### src/rtl/moa_tree_pipe.sv
// moa_tree_pipe: pipelined multi-operand adder.
//   Sums N_OPS unsigned WIDTH-bit operands through a balanced binary tree of
//   two-input adders. There is one register stage per tree level, so the block
//   accepts one operand set per cycle. The result keeps full precision.
//   A single advance enable stalls the whole pipeline when the consumer holds
//   off.
//
// Optional build macro: MOA_SATURATE_EN
//   When defined, out_sum narrows to WIDTH bits and saturates to 2^WIDTH-1.
//   When saturation happens, out_ovf is raised.
//
// Ports:
//   clk, rst        clock; synchronous active-high reset
//   in_valid/ready  operand-set handshake (in_ready = advance enable)
//   in_ops          N_OPS packed operands, operand k at [k*WIDTH +: WIDTH]
//   out_valid/ready result handshake
//   out_sum         sum (SW bits, or WIDTH bits when saturating)
//   out_ovf         saturation flag (MOA_SATURATE_EN only)

// One adder node of the tree: registered, loads only when the pipe advances.
module moa_add_node #(
  parameter int IW = 8
) (
  input  logic          clk,
  input  logic          en,
  input  logic [IW-1:0] a,
  input  logic [IW-1:0] b,
  output logic [IW:0]   s
);
  always_ff @(posedge clk)
    if (en) s <= {1'b0, a} + {1'b0, b};
endmodule

module moa_tree_pipe #(
  parameter int WIDTH  = 8,
  parameter int N_OPS  = 8,
  parameter int LEVELS = $clog2(N_OPS),
  parameter int SW     = WIDTH + LEVELS
) (
  input  logic                   clk,
  input  logic                   rst,
  input  logic                   in_valid,
  output logic                   in_ready,
  input  logic [N_OPS*WIDTH-1:0] in_ops,
  output logic                   out_valid,
  input  logic                   out_ready,
`ifdef MOA_SATURATE_EN
  output logic [WIDTH-1:0]       out_sum,
  output logic                   out_ovf
`else
  output logic [SW-1:0]          out_sum
`endif
);

  logic            adv;
  logic [LEVELS:1] vld_pipe;
  logic [SW-1:0]   root;

  assign out_valid = vld_pipe[LEVELS];
  assign adv       = ~out_valid | out_ready;
  assign in_ready  = adv;

  // Valid shift register. While adv is high, in_ready is high too,
  // so in_valid alone qualifies entry into level 1.
  always_ff @(posedge clk) begin
    if (rst) begin
      vld_pipe <= '0;
    end else if (adv) begin
      vld_pipe[1] <= in_valid;
      for (int i = 2; i <= LEVELS; i++) vld_pipe[i] <= vld_pipe[i-1];
    end
  end

  // Level l holds N_OPS>>l sums of WIDTH+l bits. Each level widens by one
  // bit, so no carry is ever lost.
  for (genvar l = 1; l <= LEVELS; l++) begin : g_lvl
    localparam int IW = WIDTH + l - 1;
    localparam int NN = N_OPS >> l;
    logic [IW-1:0] src [2*NN];
    logic [IW:0]   s   [NN];

    if (l == 1) begin : g_src_in
      for (genvar k = 0; k < 2*NN; k++) begin : g_k
        assign src[k] = in_ops[k*WIDTH +: WIDTH];
      end
    end else begin : g_src_lvl
      for (genvar k = 0; k < 2*NN; k++) begin : g_k
        assign src[k] = g_lvl[l-1].s[k];
      end
    end

    for (genvar k = 0; k < NN; k++) begin : g_node
      moa_add_node #(.IW(IW)) u_node (
        .clk (clk),
        .en  (adv),
        .a   (src[2*k]),
        .b   (src[2*k+1]),
        .s   (s[k])
      );
    end
  end

  assign root = g_lvl[LEVELS].s[0];

  // Bubbles still clock junk through the adders. The output is therefore
  // masked by out_valid, which also gives out_sum=0 after reset.
`ifdef MOA_SATURATE_EN
  logic sat;
  assign sat     = |root[SW-1:WIDTH];
  assign out_sum = !out_valid ? '0 : (sat ? {WIDTH{1'b1}} : root[WIDTH-1:0]);
  assign out_ovf = out_valid & sat;
`else
  assign out_sum = out_valid ? root : '0;
`endif

endmodule
### config.mk
export PLATFORM = sky130hd
export DESIGN_NAME = moa_tree_pipe
export DESIGN_NICKNAME = d
export VERILOG_FILES = /design/src/rtl/moa_tree_pipe.sv
export SDC_FILE = /design/constraint.sdc
export NUM_CORES = 1
export LEC_CHECK = 0
export ABC_AREA = 1
export CAP_MARGIN = 20
export CELL_PAD_IN_SITES_DETAIL_PLACEMENT = 2
export CELL_PAD_IN_SITES_GLOBAL_PLACEMENT = 2
export CORE_ASPECT_RATIO = 1.5
export CORE_UTILIZATION = 35
export CTS_CLUSTER_SIZE = 8
export DETAILED_ROUTE_END_ITERATION = 6
export PLACE_DENSITY_LB_ADDON = 0.1
export REMOVE_ABC_BUFFERS = 1
export SKIP_LAST_GASP = 1
export SLEW_MARGIN = 0
export SYNTH_ARGS = -nofsm -noshare
export SYNTH_HDL_FRONTEND = slang
export SYNTH_SLANG_ARGS = --single-unit
### constraint.sdc
create_clock -name clk -period 7.6 [get_ports clk]
set_clock_uncertainty 0.2 [all_clocks]
set_input_delay 1.52 -clock clk [delete_from_list [all_inputs] [get_ports clk]]
set_output_delay 1.52 -clock clk [all_outputs]
set_load 0.005 [all_outputs]
==> flow_summary.yaml, run 1 <==
floorplan:
  io_pins: 81
  die_w_um: 97.9
  core_mm2: 0.0135
  die_h_um: 146
  die-area_mm2: 0.0143
  initial_core_util_pct: 35.9
  row_count: 52
placement:
  gp_congestion: 0.744
  dp_hpwl_um: 10200
  dpl-instance-area_mm2: 0.00584
  numPortBuffers: 80
  dp_cells: 784
final_layout:
  final_cell_mix: "nand2_1 (169), inv_1 (80), clkdlybuf4s50_1 (80)"
  area_delta_synth_final_pct: 28.8
  drive_gt1_share_pct: 5.17
  final_common_cell: "nand2_1"
  num_antenna_cells: 0
  final_cells: 800
  final_core_util_pct: 46.2
  final_cell_area_mm2: 0.00622
  nNetsFinal: 768
global_routing:
  grt_overflow: 0
  grt_pass1_wl_um: 22200
  antenna_found_initial: 0
  grt_start_max_net_pins: 70
  grt_pass1_vias: 4570
  track_usage_pct: 20.3
setup_path:
  end_kind: "output pin"
  worst_ep_required_time_ns: 5.88
  arrival_ns: 2.68
  startpoint_type: "input pin"
  critPathKind: "input pin to output pin"
  path_max_fanout: 4
sta:
  worst_pin_slew_ns: 0.904
  hold_viol_final: 0
  setup_tns_ns: 0
  timing.fmax_mhz: 227
  min_period_ns: 4.40
  timing.final.max_slew_violations: 0
  rsz0062_at_grt: "no"
  period_share_pct: 57.9
  finalSetupViolations: 0
  maxSlewHeadroom_pct: 39.7
power:
  p_switching_uw: 677
  switching_share_pct: 34.7
  p_seq_share_pct: 33.1
  p_comb_share_pct: 38.8
  clkPwrFrac_pct: 28.1
  peakVddDrop_mv: 0.143
  power_mw: 1.95
  p_int_mw: 1.27
  p_leak_nw: 3.05
  powerDensity_mw_per_mm2: 313
logic_synthesis:
  ys_ff_latch: 70
  yosysTopAreaCell: "edfxtp_1"
  synth_cell_types: 25
  synth_area_leaders: "edfxtp_1 (42%), ha_1 (16%), nand2_1 (13%)"
  seq_area_frac_synth_pct: 42.9
  syn-cell-area_mm2: 0.00483
  avgSynthCellArea_um2: 8.91
  yosysWarnings: 0
  yosysTopAreaCellShare_pct: 41.7
  synth_cells: 542
hold_path:
  hp-class: "flop to flop"
route:
  wl_met3_um: 408
  routed.top_layer: "met4"
  wl_met1_um: 4690
  drt_first_pass_iters: 6
  wire_per_inst_um: 16.7
  vias_per_cell: 5.05
  drt_iter0_drc: 65
  drc: 3
  ant_nets: 0
  wl_met2_um: 7970
  finalWirelength_um: 13300
  vias: 4042
flow_run:
  drv_cap: 0
clocking:
  clock_latency_ns: 0.34
  numClockSinks: 70
  cts_root_buf: "clkbuf_16"
  cts-htree-levels: 3
  tritoncts.num_buffers: 9
  cts_resized: 0
  clkSlewWorstSetupHoldPaths_ns: 0.06
  clockBufferDepth: 2
  postCtsSetupBuffers: 0
  hold_buffers: 0
  cts_tree: "done"
run_status:
  status: "finished with violations"
  violations: "design-rule violations"
worst max-delay path, stage by stage:
cell	delay, ns
clkdlybuf4s50_1	0.40
nor2_1	0.25
inv_2	0.06
clkdlybuf4s50_1	0.44
area by class of cell:
type	instances	area, um^2
fillers	1463	7250
multi-input cells	390	2450
flip-flops and latches	70	2070
repair buffers	81	808
inverters	81	304
clock buffers	9	225
well taps	162	203
clock inverters	7	160
synthesized netlist by cell type, drive strengths merged:
cell type	number
edfxtp	67
ha	60
or2	4
nand2	170
o21a	4
o21bai	2
nand3	42
a21o	3
nor3	3
xor2	20
inv	81
nor2	21
nand4	8
a31oi	2
a211oi	1
a21oi	34
clkbuf	1
fa	7
o21ai	7
xnor2	2
dfxtp	3
power groups by stage:
stage / clock network, mW / registers, mW / logic (mW)
detailed placement: 0 / 0.654 / 0.745
global placement: 0 / 0.645 / 0.689
floorplan: 0 / 0.631 / 0.514
finish: 0.548 / 0.646 / 0.756
global route: 0.570 / 0.660 / 0.857
CTS: 0.560 / 0.650 / 0.770
state kept, by name (all words and copies together) (netlist names):
signal,count
g_lvl.g_node.u_node.s,67
vld_pipe,3
metrics by stage:
step | hold WS [ns] | setup WS [ns]
detailed placement | 0.264 | 3.18
global route | 0.303 | 3.12
global placement | 0.254 | 3.19
CTS | 0.276 | 3.17
floorplan | 0.230 | 2.93
finish | 0.276 | 3.20
kinds of logic (layout without fill, tap and decap cells):
| logic type | after synthesis | count (layout) | share of synthesized area (%) |
|---|---|---|---|
| adders and majority gates | 67 | 67 | 18.5 |
| DFF | 70 | 70 | 42.9 |
| buffers and inverters | 82 | 178 | 6.37 |
| and+or+nand+nor | 248 | 248 | 21.7 |
| AOI/OAI and AO/OA | 53 | 53 | 6.53 |
| xor gates and xnor gates | 22 | 22 | 3.99 |
path summary, 6_finish.rpt:
check	startpoint	endpoint	slack, ns	cells after the start
max	out_ready	in_ready	3.20	4
min	vld_pipe[2]$_SDFFE_PP0P_	vld_pipe[2]$_SDFFE_PP0P_	0.28	2
max reg2reg	g_lvl[1].g_node[3].u_node.s[0]$_DFFE_PP_	g_lvl[2].g_node[1].u_node.s[6]$_DFFE_PP_	5.54	7
min reg2reg	vld_pipe[2]$_SDFFE_PP0P_	vld_pipe[2]$_SDFFE_PP0P_	0.28	2
per-layer routing:
metal  global-route usage (%)  vias to the layer above
li1                         -                     1985
met1                     18.9                     1954
met2                     41.7                       85
met3                     3.27                       18
met4                     8.64                        0
met5                        0                        -
Note: power is estimated with default switching activity, not from simulation.
==> run 2: changes to the inputs <==
--- a/config.mk
+++ b/config.mk
@@ -10,7 +10,7 @@
 export CELL_PAD_IN_SITES_DETAIL_PLACEMENT = 2
 export CELL_PAD_IN_SITES_GLOBAL_PLACEMENT = 2
 export CORE_ASPECT_RATIO = 1.5
-export CORE_UTILIZATION = 35
+export CORE_UTILIZATION = 30
 export CTS_CLUSTER_SIZE = 8
 export DETAILED_ROUTE_END_ITERATION = 6
 export PLACE_DENSITY_LB_ADDON = 0.1
==> constraint.sdc (replaced) <==
create_clock -name clk -period 3.7 [get_ports clk]
set_clock_uncertainty 0.2 [all_clocks]
set_input_delay 0.74 -clock clk [delete_from_list [all_inputs] [get_ports clk]]
set_output_delay 0.74 -clock clk [all_outputs]
set_load 0.005 [all_outputs]
==> flow_summary.yaml, run 2 (same netlist as run 1, synthesis figures left out) <==
clocking:
  numClockSinks: 70
  postCtsSetupBuffers: 0
  cts_resized: 0
  cts-htree-levels: 3
  clockBufferDepth: 2
  hold_buffers: 0
  clkSlewWorstSetupHoldPaths_ns: 0.06
  cts_tree: "done"
  tritoncts.num_buffers: 9
  cts_root_buf: "clkbuf_16"
  clock_latency_ns: 0.33
route:
  drc: 0
  finalWirelength_um: 11700
  ant_nets: 0
  wire_per_inst_um: 13.9
  vias: 3945
  drt_iter0_drc: 57
  vias_per_cell: 4.69
  drt_first_pass_iters: 4
setup_path:
  worst_ep_required_time_ns: 2.76
  crit_path_start: "out_ready"
  r2r_start: "g_lvl[2].g_node[0].u_node.s[0]$_DFFE_PP_"
  slowest_delay_ns: 0.44
  arrival_ns: 1.90
  end_kind: "output pin"
  crit_path_top_delay_cell: "clkdlybuf4s50_1"
  cp_common_cell: "clkdlybuf4s50_1"
  path_max_fanout: 4
  reg2reg_slack_ns: 1.69
  reg2regPathDepth: 8
  crit_end: "in_ready"
  crit_chain: "clkdlybuf4s50_1 > nor2_1 > inv_2 > clkdlybuf4s50_1"
  timing.rr.end: "g_lvl[3].g_node[0].u_node.s[6]$_DFFE_PP_"
  startpoint_type: "input pin"
  critPathKind: "input pin to output pin"
sta:
  hold-worst-slack_ns: 0.271
  setup_tns_ns: 0
  timing.final.max_slew_violations: 0
  worst_pin_slew_ns: 0.884
  timing.fmax_mhz: 352
  hold_viol_final: 0
  rsz0062_at_grt: "no"
  finalSetupViolations: 0
  min_period_ns: 2.84
  maxSlewHeadroom_pct: 41.1
  period_share_pct: 76.7
final_layout:
  multi_input_area_mm2: 0.00245
  num_antenna_cells: 0
  regMostFlops: "g_lvl.g_node.u_node.s"
  largest_reg_flops: 67
  seq_area_mm2: 0.00207
  top_regs: "g_lvl.g_node.u_node.s: 67 flops, vld_pipe: 3 flops"
  final_common_cell: "nand2_1"
  area_delta_synth_final_pct: 27.9
  nNetsFinal: 768
  final_cell_mix: "nand2_1 (169), inv_1 (80), clkdlybuf4s50_1 (80)"
  fillers: 1761
  drive_gt1_share_pct: 5.17
run_status:
  status: "complete, no violations"
power:
  powerDensity_mw_per_mm2: 587
  p_leak_nw: 3.00
  peakVddDrop_mv: 0.218
global_routing:
  antenna_found_initial: 0
  grt_start_max_net_pins: 70
  track_usage_pct: 15.5
  grt_pass1_wl_um: 20100
  grt_overflow: 0
  grt_pass1_vias: 4452
placement:
  numPortBuffers: 80
  dp_hpwl_um: 9820
  gp_congestion: 0.779
floorplan:
  io_pins: 81
  initial_core_util_pct: 30.8
  die-area_mm2: 0.0166
  row_count: 56
  die_h_um: 157
  die_w_um: 106
  core_mm2: 0.0157
flow_run:
  drv_cap: 0
hold_path:
  hp-class: "flop to flop"
run 2: cell type report:
cell class / instances / share of cell area [%]
Clock buffer: 9 / 3.65
Clock inverter: 7 / 1.05
Inverter: 81 / 4.92
Multi-Input combinational cell: 390 / 39.6
Sequential cell: 70 / 33.5
Tap cell: 203 / 4.11
Timing Repair Buffer: 81 / 13.1
run 2: how the worst min path moves through the flow:
stage,startpoint,to,depth (start not counted)
finish,vld_pipe[1]$_SDFFE_PP0P_,vld_pipe[1]$_SDFFE_PP0P_,2
floorplan,vld_pipe[2]$_SDFFE_PP0P_,vld_pipe[3]$_SDFFE_PP0P_,2
detailed placement,vld_pipe[1]$_SDFFE_PP0P_,vld_pipe[1]$_SDFFE_PP0P_,2
global placement,vld_pipe[1]$_SDFFE_PP0P_,vld_pipe[1]$_SDFFE_PP0P_,2
global route,vld_pipe[1]$_SDFFE_PP0P_,vld_pipe[1]$_SDFFE_PP0P_,2
CTS,vld_pipe[1]$_SDFFE_PP0P_,vld_pipe[1]$_SDFFE_PP0P_,2
run 2: routing by layer:
layer | wire, um | up-vias | GRT usage (%) | part of all wire [%]
li1 | - | 1985 | - | -
met1 | 4580 | 1886 | 15.5 | 39
met2 | 6690 | 65 | 31.6 | 57
met3 | 272 | 9 | 2.61 | 2.3
met4 | 189 | 0 | 5.62 | 1.6
met5 | 0 | - | 0 | 0
run 2: where the power goes:
| group | switching (mW) | total [mW] | internal [mW] | leakage, nW |
|---|---|---|---|---|
| sequential | 0.0875 | 1.31 | 1.22 | 0.739 |
| combinational | 0.885 | 1.47 | 0.589 | 2.12 |
| clock | 0.325 | 0.841 | 0.516 | 0.141 |
| total | 1.30 | 3.63 | 2.33 | 3.00 |
run 2: critical path: cells and delay by family:
family / cells / cell delay (ns)
buffers and inverters: 3 / 0.90
and+or+nand+nor: 1 / 0.25
run 2: stage by stage:
step | power, mW | std cells | setup WS, ns | utilization (%) | instance area [um^2]
6_report | 3.63 | 841 | 0.862 | 39.4 | 6180
5_1_grt | 3.94 | 841 | 0.785 | 39.4 | 6180
4_1_cts | 3.70 | 841 | 0.824 | 39.4 | 6180
3_5_place_dp | 2.84 | 825 | 0.826 | 37.5 | 5890
3_3_place_gp | 2.75 | 825 | 0.851 | 37.5 | 5890
2_1_floorplan | 2.35 | 541 | 0.594 | - | 4820
==> run 3: changes to the inputs <==
--- a/config.mk
+++ b/config.mk
@@ -10,7 +10,7 @@
 export CELL_PAD_IN_SITES_DETAIL_PLACEMENT = 2
 export CELL_PAD_IN_SITES_GLOBAL_PLACEMENT = 2
 export CORE_ASPECT_RATIO = 1.5
-export CORE_UTILIZATION = 30
+export CORE_UTILIZATION = 33
 export CTS_CLUSTER_SIZE = 8
 export DETAILED_ROUTE_END_ITERATION = 6
 export PLACE_DENSITY_LB_ADDON = 0.1
==> constraint.sdc (replaced) <==
create_clock -name clk -period 2.9 [get_ports clk]
set_clock_uncertainty 0.2 [all_clocks]
set_input_delay 0.58 -clock clk [delete_from_list [all_inputs] [get_ports clk]]
set_output_delay 0.58 -clock clk [all_outputs]
set_load 0.005 [all_outputs]
==> flow_summary.yaml, run 3 (same netlist as run 1, synthesis figures left out) <==
run_status:
  status: "complete, no violations"
setup_path:
  startpoint_type: "input pin"
  crit_chain: "clkdlybuf4s50_1 > nor2_1 > inv_2 > clkdlybuf4s50_1"
  arrival_ns: 1.74
  end_kind: "output pin"
  reg2reg_slack_ns: 0.90
  worst_ep_required_time_ns: 2.12
  crit_path_top_delay_cell: "clkdlybuf4s50_1"
  critPathKind: "input pin to output pin"
  path_buf_inv: 3
  timing.rr.end: "g_lvl[3].g_node[0].u_node.s[10]$_DFFE_PP_"
  r2r_start: "g_lvl[2].g_node[0].u_node.s[0]$_DFFE_PP_"
  reg2regPathDepth: 8
  slowest_delay_ns: 0.44
  path_max_fanout: 4
  critical-path-top-delay-family: "buffers and inverters"
  cp_common_cell: "clkdlybuf4s50_1"
route:
  finalWirelength_um: 12400
  drt_iter0_drc: 46
  vias: 3997
  drc: 0
  drt_first_pass_iters: 7
  ant_nets: 0
  vias_per_cell: 4.81
  wire_per_inst_um: 14.9
final_layout:
  final_cell_mix: "nand2_1 (169), inv_1 (80), clkdlybuf4s50_1 (80)"
  final_common_cell: "nand2_1"
  regMostFlops: "g_lvl.g_node.u_node.s"
  num_antenna_cells: 0
  top_regs: "g_lvl.g_node.u_node.s: 67 flops, vld_pipe: 3 flops"
  area_delta_synth_final_pct: 27.3
  nNetsFinal: 769
  drive_gt1_share_pct: 4.69
  largest_reg_flops: 67
global_routing:
  antenna_found_initial: 0
  track_usage_pct: 17.9
  grt_pass1_vias: 4592
  grt_start_max_net_pins: 70
  grt_pass1_wl_um: 20700
  grt_overflow: 0
clocking:
  clock_latency_ns: 0.33
  numClockSinks: 70
  tritoncts.num_buffers: 9
  hold_buffers: 0
  cts_root_buf: "clkbuf_16"
  cts_resized: 0
  clkSlewWorstSetupHoldPaths_ns: 0.06
  cts-htree-levels: 3
  postCtsSetupBuffers: 0
  clockBufferDepth: 2
  cts_tree: "done"
sta:
  maxSlewHeadroom_pct: 42.0
  timing.fmax_mhz: 397
  setup_tns_ns: 0
  timing.final.max_slew_violations: 0
  period_share_pct: 86.9
  setup_ws_ns: 0.379
  finalSetupViolations: 0
  hold-worst-slack_ns: 0.273
  min_period_ns: 2.52
  rsz0062_at_grt: "no"
  worst_pin_slew_ns: 0.871
  hold_viol_final: 0
power:
  p_int_mw: 2.92
  peakVddDrop_mv: 0.348
  clkPwrFrac_pct: 21.6
  p_switching_mw: 1.67
  power_mw: 4.58
  powerDensity_mw_per_mm2: 746
  p_leak_nw: 3.00
  switching_share_pct: 36.3
  p_seq_share_pct: 36.8
  p_comb_share_pct: 41.6
hold_path:
  hold_depth: 2
  whs_endpoint: "vld_pipe[1]$_SDFFE_PP0P_"
  min-delay-start: "vld_pipe[1]$_SDFFE_PP0P_"
  hp-class: "flop to flop"
floorplan:
  die_h_um: 150
  core_mm2: 0.0141
  die_w_um: 101
  die-area_mm2: 0.0151
  row_count: 53
  io_pins: 81
  initial_core_util_pct: 34.2
placement:
  dp_hpwl_um: 10300
  numPortBuffers: 80
  gp_congestion: 0.749
  preCtsSetupSlack_ns: 0.374
flow_run:
  drv_cap: 0
## run 3: changes by cell type in the layout (fill, tap and decap cells not counted)
cell        delta
clkinv_2       -2
buf_4          +1
clkbuf_1       +4
clkinvlp_4     -2
bufinv_16      -1
clkbuf_8       +1
## run 3: tightest hold or removal path, stage by stage, from the launching register on
cell and delay [ns]:
dfxtp_1 0.31, nand2_1 0.06, a21oi_1 0.06
## run 3: how the worst max path moves through the flow
| stage | start | end | slack (ns) | depth (start not counted) |
|---|---|---|---|---|
| floorplan | out_ready | in_ready | 0.11 | 2 |
| global placement | out_ready | in_ready | 0.37 | 4 |
| detailed placement | out_ready | in_ready | 0.37 | 4 |
| CTS | out_ready | in_ready | 0.37 | 4 |
| global route | out_ready | in_ready | 0.32 | 4 |
| finish | out_ready | in_ready | 0.38 | 4 |
## run 3: metrics by stage
| stage | area (um^2) | util (%) | instances |
|---|---|---|---|
| floorplan | 4820 | - | 541 |
| global placement | 5880 | 41.6 | 815 |
| detailed placement | 5880 | 41.6 | 815 |
| CTS | 6140 | 43.5 | 831 |
| global route | 6140 | 43.5 | 831 |
| finish | 6140 | 43.5 | 831 |
## run 3: power groups by stage
stage / combinational, mW / sequential (mW) / clock [mW]
floorplan: 1.35 / 1.65 / 0
detailed placement: 1.93 / 1.71 / 0
finish: 1.91 / 1.69 / 0.990
global route: 2.21 / 1.72 / 1.05
CTS: 1.96 / 1.70 / 1.02
global placement: 1.81 / 1.70 / 0
## run 3: cell type report
class                      count  area [um^2]
clock buffer                  14          254
clock inverter                 2         10.0
fill                        1603         7980
inverter                      81          304
multi-input combinational    390         2450
sequential                    70         2070
tap                          192          240
timing repair buffer          82          816
## run 3: per-layer routing
layer	vias up	wire length, um	track usage [%]
met5	-	0	0
met4	0	331	7.83
met3	24	288	2.18
met2	78	7280	37.1
met1	1909	4490	17.0
li1	1986	-	-
